==> config.mk <==
export PLATFORM = sky130hd
export DESIGN_NAME = demux_deser4
export DESIGN_NICKNAME = d
export VERILOG_FILES = /design/src/rtl/demux_deser4_pkg.sv /design/src/rtl/demux_beat_ctr.sv /design/src/rtl/demux_deser4.sv
export SDC_FILE = /design/constraint.sdc
export NUM_CORES = 1
export LEC_CHECK = 0
export CORE_MARGIN = 4
export CORE_UTILIZATION = 26
export DETAILED_ROUTE_END_ITERATION = 12
export PLACE_DENSITY = 0.51
export SYNTH_ARGS = -nofsm -noshare
export SYNTH_HDL_FRONTEND = slang
export SYNTH_SLANG_ARGS = --single-unit
==> constraint.sdc <==
create_clock -name clk -period 3.3 [get_ports clk]
set_clock_uncertainty 0.2 [all_clocks]
set_input_delay 0.66 -clock clk [delete_from_list [all_inputs] [get_ports clk]]
set_output_delay 0.66 -clock clk [all_outputs]
set_load 0.01 [all_outputs]
==> src/rtl/demux_deser4_pkg.sv <==
// demux_deser4_pkg: shared constants, FSM state type and lane-to-bit mapping
// for the demux_deser4 serial-to-parallel deserializer.
package demux_deser4_pkg;

  localparam int LANES = 4;
  localparam int SEL_W = 2;

  typedef enum logic {
    HUNT,
    ASSEMBLE
  } state_e;

  // Bit position in the output word that a given lane occupies.
  function automatic logic [SEL_W-1:0] lane_bit(input logic [SEL_W-1:0] lane,
                                                input logic             msb_first);
    return msb_first ? (SEL_W'(LANES - 1) - lane) : lane;
  endfunction

endpackage

==> src/rtl/demux_beat_ctr.sv <==
// demux_beat_ctr: lane counter with wrap and sync-abort decisions for demux_deser4.
// With DEMUX_DESER4_PARITY_EN defined, an extra parity phase follows lane 3.
module demux_beat_ctr
  import demux_deser4_pkg::*;
(
  input  logic             clk,
  input  logic             rst_n,
  input  logic             beat_i,
  input  logic             sync_i,
  output logic [SEL_W-1:0] sel_o,
  output logic [SEL_W-1:0] lane_o,
  output logic             wr_o,
  output logic             abort_o,
  output logic             done_o
);

  logic [SEL_W-1:0] sel_q, sel_d;
  logic             last_lane;

  assign last_lane = (sel_q == SEL_W'(LANES - 1));
  assign sel_o     = sel_q;

`ifdef DEMUX_DESER4_PARITY_EN
  logic phase_q, phase_d;

  // A sync during the parity phase is mid-frame, so it aborts like any other.
  always_comb begin
    sel_d   = sel_q;
    phase_d = phase_q;
    abort_o = beat_i && sync_i && ((sel_q != '0) || phase_q);
    wr_o    = beat_i && (abort_o || !phase_q);
    done_o  = beat_i && phase_q && !sync_i;
    lane_o  = abort_o ? '0 : sel_q;
    if (abort_o) begin
      sel_d   = SEL_W'(1);
      phase_d = 1'b0;
    end else if (beat_i) begin
      if (phase_q) begin
        phase_d = 1'b0;
      end else if (last_lane) begin
        sel_d   = '0;
        phase_d = 1'b1;
      end else begin
        sel_d = sel_q + SEL_W'(1);
      end
    end
  end

  always_ff @(posedge clk or negedge rst_n) begin
    if (!rst_n) begin
      sel_q   <= '0;
      phase_q <= 1'b0;
    end else begin
      sel_q   <= sel_d;
      phase_q <= phase_d;
    end
  end
`else
  always_comb begin
    sel_d   = sel_q;
    abort_o = beat_i && sync_i && (sel_q != '0);
    wr_o    = beat_i;
    done_o  = beat_i && !abort_o && last_lane;
    lane_o  = abort_o ? '0 : sel_q;
    if (abort_o) begin
      sel_d = SEL_W'(1);
    end else if (beat_i) begin
      sel_d = sel_q + SEL_W'(1);
    end
  end

  always_ff @(posedge clk or negedge rst_n) begin
    if (!rst_n) begin
      sel_q <= '0;
    end else begin
      sel_q <= sel_d;
    end
  end
`endif

endmodule

==> src/rtl/demux_deser4.sv <==
// demux_deser4: 1-bit serial beats to 4-bit words, framed by sync_in.
// Define DEMUX_DESER4_PARITY_EN for a fifth even-parity beat per frame.
module demux_deser4
  import demux_deser4_pkg::*;
#(
  parameter int SYNC_REQUIRED = 1,
  parameter int MSB_FIRST     = 0
) (
  input  logic             clk,
  input  logic             rst_n,
  input  logic             demux_in,
  input  logic             demux_in_valid,
  input  logic             sync_in,
  output logic [SEL_W-1:0] demux_sel,
  output logic [LANES-1:0] demux_out,
  output logic             demux_out_valid,
  output logic             frame_err,
  output logic             parity_err
);

  localparam state_e RESET_STATE = (SYNC_REQUIRED != 0) ? HUNT : ASSEMBLE;
  localparam logic   MSB_FIRST_B = (MSB_FIRST != 0);

  state_e           state_q, state_d;
  logic             beat;
  logic             lane_wr;
  logic             abort;
  logic             done;
  logic             par_ok;
  logic [SEL_W-1:0] lane;
  logic [LANES-1:0] part_q, part_d;
  logic [LANES-1:0] out_q, out_d;
  logic             valid_q, valid_d;
  logic             ferr_q, ferr_d;

  // Only a sync beat leaves HUNT; beats dropped here never reach the counter.
  always_comb begin
    state_d = state_q;
    beat    = 1'b0;
    case (state_q)
      HUNT: begin
        if (demux_in_valid && sync_in) begin
          beat    = 1'b1;
          state_d = ASSEMBLE;
        end
      end
      ASSEMBLE: beat = demux_in_valid;
      default:  state_d = RESET_STATE;
    endcase
  end

  demux_beat_ctr u_ctr (
    .clk     (clk),
    .rst_n   (rst_n),
    .beat_i  (beat),
    .sync_i  (sync_in),
    .sel_o   (demux_sel),
    .lane_o  (lane),
    .wr_o    (lane_wr),
    .abort_o (abort),
    .done_o  (done)
  );

  always_comb begin
    part_d = part_q;
    if (abort) begin
      part_d = '0;
    end
    if (lane_wr) begin
      part_d[lane_bit(lane, MSB_FIRST_B)] = demux_in;
    end
  end

`ifdef DEMUX_DESER4_PARITY_EN
  // On the parity beat part_q already holds all four data lanes.
  assign par_ok = (demux_in == ^part_q);
`else
  assign par_ok = 1'b1;
`endif

  // part_d includes the beat just taken, so lane 3 lands in the word directly.
  always_comb begin
    out_d   = out_q;
    valid_d = 1'b0;
    ferr_d  = abort;
    if (done && par_ok) begin
      out_d   = part_d;
      valid_d = 1'b1;
    end
  end

  always_ff @(posedge clk or negedge rst_n) begin
    if (!rst_n) begin
      state_q <= RESET_STATE;
      part_q  <= '0;
      out_q   <= '0;
      valid_q <= 1'b0;
      ferr_q  <= 1'b0;
    end else begin
      state_q <= state_d;
      part_q  <= part_d;
      out_q   <= out_d;
      valid_q <= valid_d;
      ferr_q  <= ferr_d;
    end
  end

  assign demux_out       = out_q;
  assign demux_out_valid = valid_q;
  assign frame_err       = ferr_q;

`ifdef DEMUX_DESER4_PARITY_EN
  logic perr_q, perr_d;

  assign perr_d = done && !par_ok;

  always_ff @(posedge clk or negedge rst_n) begin
    if (!rst_n) begin
      perr_q <= 1'b0;
    end else begin
      perr_q <= perr_d;
    end
  end

  assign parity_err = perr_q;
`else
  assign parity_err = 1'b0;
`endif

endmodule

After elaboration in Yosys (flattened, before gate mapping)
Cells that the tools add are included.
Operators by class
  $add $sub $neg: 1
  magnitude comparators: 2
  equality and inequality tests: 1
  muxes and demuxes: 12
  bitwise logic cells: 1
  reductions and logical operators: 9
Operator list (number)
  4-bit two-way mux: 2
  1-bit logical AND: 6
  2-bit two-way mux: 3
  4-bit bitwise mux: 1
  1-bit two-way mux: 4
  2-bit nonzero test: 2
  2-bit by 3-bit < comparator with 1-bit output, second input constant: 1
  2-bit by 1-bit adder with 2-bit output, second input constant: 1
  1-bit demux with 2-bit select: 1
  2-bit == test, second input constant: 1
  2-bit by 1-bit >= comparator with 1-bit output, second input constant: 1
  1-bit one-hot mux with 2 select lines: 1
  1-bit logical NOT: 1
  1-bit inverter: 1
Word-level totals
  register bits: 13
  bits of input ports: 5
  output and inout port bits: 9
  logic and storage cells: 32

Longest topological paths before layout
  word-level depth: 12
  mapped depth: 6
  gate-level depth less buffers: 6

By module
Synthesis repeated with hierarchy kept, for this count alone.
Unflattened totals
  cell total of the unflattened synthesis: 50
  area total of the unflattened synthesis: 620.6 µm²
By module, submodules not included
  demux_deser4: times used 1, cells each 31, area each 455.4 µm², sequential area each 275.3 µm²
  demux_beat_ctr: times used 1, cells each 19, area each 165.2 µm², sequential area each 50.0 µm²

Worst setup path after synthesis
No wires, ideal clock.
  path type: register to register
  start: register u_ctr.sel_q[0], in the netlist u_ctr.sel_o[0]
  end: register out_q[3], in the netlist demux_out[3]
  setup time: 125 ps
  arrival: 1686 ps
  required time: 2975 ps
  setup slack: 1288 ps
  cell stages (with the launch flop): 7
  path buffers: 0
  clock period less this slack: 2012 ps
  cell sequence: dfrtp_1 inv_1 ha_1 nand3b_2 and2_1 mux2_2 mux2_4
Between the ends
  longest elaborated chain between the ends: 9
  elaborated cells on any way between the ends: 15
  classes of those cells: 2 x order compare; 1 x eq/ne; 6 x mux; 6 x reduce/logical
Ends and longest elaborated chain
  from (decl): RTL line demux_beat_ctr.sv:17  | logic [SEL_W-1:0] sel_q, sel_d;
  from (signal assigned): RTL line demux_beat_ctr.sv:76  | sel_q <= sel_d;
  2-bit nonzero test: RTL line demux_beat_ctr.sv:61  | abort_o = beat_i && sync_i && (sel_q != '0);
  1-bit logical AND: RTL line demux_beat_ctr.sv:61
  2-bit two-way mux: RTL line demux_beat_ctr.sv:64  | lane_o = abort_o ? '0 : sel_q;
  2-bit by 3-bit < comparator with 1-bit output (not written as such) / 2-bit by 1-bit >= comparator with 1-bit output (equally long branches): RTL line demux_deser4.sv:70  | part_d[lane_bit(lane, MSB_FIRST_B)] = demux_in;
  1-bit logical AND (not written as such): RTL line demux_deser4.sv:70
  1-bit two-way mux (not written as such): RTL line demux_deser4.sv:70
  1-bit demux with 2-bit select: RTL line demux_deser4.sv:70
  4-bit bitwise mux: RTL line demux_deser4.sv:70
  4-bit two-way mux: RTL line demux_deser4.sv:69  | if (lane_wr) begin
  to (signal assigned): RTL line demux_deser4.sv:102  | out_q <= out_d;
  to (decl): RTL line demux_deser4.sv:32  | logic [LANES-1:0] out_q, out_d;
Parallel ways exist; a longest one is shown, timed or not.
A chain may end at the register's enable or synchronous reset.

Worst setup path in the final report
  start: register u_ctr.sel_q[1], in the netlist u_ctr.sel_o[1]
  end: output demux_sel[1]
RTL lines
  to (decl): RTL line demux_deser4.sv:14  | output logic [SEL_W-1:0] demux_sel,
No word-level cell between the ends.

==> impl_metrics.prom <==
# TYPE chip_impl_metric gauge
chip_impl_metric{name="initial_core_util",unit="%"} 27.4
chip_impl_metric{name="postLayoutCoreUtil",unit="%"} 34.5
chip_impl_metric{name="number_of_synthesized_flops_with_an_enable_pin",unit=""} 0
chip_impl_metric{name="grt.total_usage",unit="%"} 8.61
chip_impl_metric{name="number_of_design_rule_violations_left_after_detail_routing",unit=""} 0
chip_impl_metric{name="globalRouteOverflowTotal",unit=""} 0
chip_impl_metric{name="syn_avg_cell_area",unit="sq um"} 12.2
chip_impl_metric{name="globalplace.congestion",unit=""} 0.656
chip_impl_metric{name="clk_path_buf_depth",unit=""} 2
chip_impl_metric{name="synth_fp_nets",unit=""} 63
chip_impl_metric{name="grt_start_max_net_pins",unit=""} 14
chip_impl_metric{name="stdcell_area",unit="sq um"} 862
chip_impl_metric{name="globalRouteMet3Util",unit="%"} 3.27
chip_impl_info{name="end_kind",value="primary output"} 1
chip_impl_info{name="cts_tree",value="done"} 1
chip_impl_info{name="synth.top_cells.by_area",value="sky130_fd_sc_hd__dfrtp_1, sky130_fd_sc_hd__mux2_4, sky130_fd_sc_hd__mux2_1"} 1
chip_impl_metric{name="power.density_cell_area",unit="nW/um^2"} 660
chip_impl_info{name="timing.critical_path.max_delay_family",value="buffers and inverters"} 1
chip_impl_metric{name="area.sequential",unit="sq um"} 325
chip_impl_metric{name="timing.max_cap.violations",unit=""} 0
chip_impl_metric{name="numCtsBuffers",unit=""} 3
chip_impl_metric{name="finalMaxSlewViolations",unit=""} 0
chip_impl_metric{name="netlist-cell-type-count",unit=""} 23
chip_impl_metric{name="setup_total_negative_slack",unit="ns"} 0
chip_impl_info{name="clock_tree.root_cell",value="sky130_fd_sc_hd__clkbuf_4"} 1
chip_impl_info{name="top_flip_flop_cell_by_instance_count_after_synthesis",value="sky130_fd_sc_hd__dfrtp_1"} 1
chip_impl_metric{name="ctsResizeCount",unit=""} 0
chip_impl_metric{name="postRouteWirelength",unit="um"} 1240
chip_impl_info{name="crit_type",value="register to primary output"} 1
chip_impl_metric{name="place.detailed.hpwl",unit="um"} 924
chip_impl_metric{name="routedWlPerCell",unit="um"} 12.3
chip_impl_metric{name="post_cts_buffers",unit=""} 0
chip_impl_metric{name="holdBufCountCts",unit=""} 0
chip_impl_metric{name="post-route-min-period",unit="ns"} 2.24
chip_impl_info{name="grt_most_used_layer",value="met2"} 1
chip_impl_metric{name="worstSkewPairLatency",unit="ns"} 0.27
chip_impl_metric{name="worst_setup_hold_path_clk_slew",unit="ns"} 0.08
chip_impl_metric{name="yosys_warnings",unit=""} 0
chip_impl_metric{name="finalCritPeriodShare",unit="%"} 67.9
chip_impl_metric{name="area_delta_synth_final",unit="%"} 25.7
chip_impl_metric{name="grt_first_pass_wirelength",unit="um"} 2150
chip_impl_metric{name="via_count_of_the_first_global_routing_pass",unit=""} 432
chip_impl_metric{name="antenna_violating_nets_post_route",unit=""} 0
chip_impl_metric{name="fp-row-count",unit=""} 18
chip_impl_metric{name="n_fill_cell",unit=""} 252
chip_impl_metric{name="syn-instance-count",unit=""} 56
chip_impl_metric{name="max_slew_margin",unit="%"} 60.6
chip_impl_info{name="post-synth-top-area-cell",value="sky130_fd_sc_hd__dfrtp_1"} 1
chip_impl_metric{name="multi_input_comb_area",unit="sq um"} 338
chip_impl_metric{name="slowest_delay",unit="ns"} 0.60
chip_impl_info{name="timing.critical_path.cells",value="clkdlybuf4s50_1"} 1
chip_impl_metric{name="timing.final.hold_violations",unit=""} 0
chip_impl_metric{name="design.die.area",unit="sq um"} 3520
chip_impl_metric{name="peakVddDrop",unit="V"} 0.000341
chip_impl_metric{name="vias",unit=""} 431
chip_impl_metric{name="async_set_reset_flop_share_out_of_synthesis",unit="%"} 100
chip_impl_metric{name="core_area",unit="sq um"} 2500
chip_impl_metric{name="place.port_buffers",unit=""} 12
chip_impl_metric{name="antenna_found_initial",unit=""} 0
chip_impl_metric{name="ys_ff_latch",unit=""} 13
chip_impl_info{name="yosys.cell_count.top_type",value="sky130_fd_sc_hd__dfrtp_1"} 1
chip_impl_info{name="crit_path_start_kind",value="register"} 1
chip_impl_metric{name="nets",unit=""} 79
chip_impl_metric{name="fmax",unit="MHz"} 446
chip_impl_metric{name="cts_max_level",unit=""} 1
chip_impl_metric{name="synth_top_cell_area_share",unit="%"} 47.4
chip_impl_info{name="hold_class",value="register to register"} 1
chip_impl_info{name="setup_repair_after_global_routing_missed_its_margin",value="no"} 1
chip_impl_metric{name="number_of_diodes_added_for_antenna_fixing",unit=""} 0
chip_impl_metric{name="initial_detailed_routing_violation_count",unit=""} 6
chip_impl_info{name="ys_top_cells_by_count",value="sky130_fd_sc_hd__dfrtp_1, sky130_fd_sc_hd__mux2_4, sky130_fd_sc_hd__inv_1, sky130_fd_sc_hd__nand2_1"} 1
chip_impl_metric{name="drive_above_1_share",unit="%"} 22.5
chip_impl_metric{name="globalRouteMet1Util",unit="%"} 11.0
chip_impl_metric{name="worstPathRequired",unit="ns"} 2.44
chip_impl_metric{name="critical_path_peak_fanout",unit=""} 8
chip_impl_metric{name="detail_route.first_pass.iterations",unit=""} 4
chip_impl_metric{name="setup_viol",unit=""} 0
chip_impl_metric{name="floorplan.die.height",unit="um"} 59.4
chip_impl_metric{name="max_slew.worst_pin.slew",unit="ns"} 0.589
chip_impl_metric{name="syn_area",unit="sq um"} 686
chip_impl_metric{name="count_of_clock_tree_sinks",unit=""} 13
chip_impl_metric{name="overall_die_width",unit="um"} 59.4
chip_impl_metric{name="seq_area_frac_synth",unit="%"} 47.4
chip_impl_metric{name="viasPerCell",unit=""} 4.27
chip_impl_metric{name="place_area",unit="sq um"} 836
chip_impl_info{name="run_status",value="finished clean"} 1
chip_impl_metric{name="arrival",unit="ns"} 1.38
chip_impl_metric{name="power.static_leakage",unit="nW"} 0.424
chip_impl_info{name="timing.critical_path.slowest_stage_cell",value="sky130_fd_sc_hd__clkdlybuf4s50_1"} 1
chip_impl_metric{name="ios",unit=""} 14
chip_impl_metric{name="cp.buffers_inverters",unit=""} 1
chip_impl_metric{name="grt_use_met2",unit="%"} 12.8
[through the flow]
stage,cells,power (W),hold WS (ns),setup slack [ns]
after global routing,101,0.000615,0.340,0.989
after CTS,101,0.000580,0.308,1.05
after floorplan,56,0.000380,0.164,1.29
after detailed placement,97,0.000477,0.289,0.829
final,101,0.000569,0.303,1.06
after global placement,97,0.000476,0.284,0.850
[registers in the layout, summed over array words and instances, names as in the netlist]
name	cells
demux_out	4
part_q	4
u_ctr.sel_o	2
demux_out_valid	1
frame_err	1
state_q	1
[logic make-up (layout without fill, tap and decap cells)]
group                      Yosys count  count (layout)  share of synthesized area (%)
other                                1               1                          0.547
AOI/OAI and AO/OA                    4               4                           4.01
buffers and inverters                5              20                           3.28
DFF                                 13              13                           47.4
adders and majority gates            2               2                           3.65
muxes                               14              14                           25.2
and+or+nand+nor                     17              17                           15.9
[power by group]
group          internal (W)  switching, W
sequential         0.000205     0.0000352
combinational      0.000142     0.0000885
clock             0.0000468     0.0000519
total              0.000393      0.000176
[layout by cell type, fill, tap and decap left out]
master and n:
sky130_fd_sc_hd__dfrtp_1 13, sky130_fd_sc_hd__clkdlybuf4s50_1 12, sky130_fd_sc_hd__mux2_4 5, sky130_fd_sc_hd__inv_1 4, sky130_fd_sc_hd__nand2_1 4, sky130_fd_sc_hd__nor2_1 3
sky130_fd_sc_hd__mux2_1 3, sky130_fd_sc_hd__and2_1 3, sky130_fd_sc_hd__mux2i_1 3, sky130_fd_sc_hd__mux2_2 3, sky130_fd_sc_hd__clkbuf_4 3, sky130_fd_sc_hd__ha_1 2
sky130_fd_sc_hd__nand3b_2 1, sky130_fd_sc_hd__nor2b_1 1, sky130_fd_sc_hd__nor3_1 1, sky130_fd_sc_hd__o21ai_1 1, sky130_fd_sc_hd__nor2b_4 1, sky130_fd_sc_hd__nand2_4 1
sky130_fd_sc_hd__nand3_2 1, sky130_fd_sc_hd__a21o_2 1, sky130_fd_sc_hd__nand2b_1 1, sky130_fd_sc_hd__o21ai_0 1, sky130_fd_sc_hd__a22o_1 1, sky130_fd_sc_hd__conb_1 1
sky130_fd_sc_hd__clkbuf_1 1
[per-layer routing]
layer	share of wire, %	up-vias
li1	-	214
met1	47	205
met2	46	10
met3	5.3	2
met4	1.8	0
met5	0	-
[worst paths after layout]
| kind | cells after the start | slack [ns] | from | to |
|---|---|---|---|---|
| max in group asynchronous | 1 | 1.96 | rst_n | state_q |
| worst min-delay path | 1 | 0.30 | part_q[0] | part_q[0] |
| worst min register to register | 1 | 0.30 | part_q[0] | part_q[0] |
| min in group asynchronous | 1 | 0.56 | rst_n | part_q[0] |
| worst max-delay path | 1 | 1.06 | u_ctr.sel_o[1] | demux_sel[1] |
| worst max register to register | 6 | 1.15 | u_ctr.sel_o[0] | demux_out[2] |
[layout make-up]
class | count | area share (%)
Clock buffer | 4 | 3.05
Inverter | 4 | 1.74
Multi-Input combinational cell | 38 | 39.2
Sequential cell | 13 | 37.7
Tap cell | 30 | 4.35
Timing Repair Buffer | 12 | 13.9
Power figures use the tool's default switching activity.
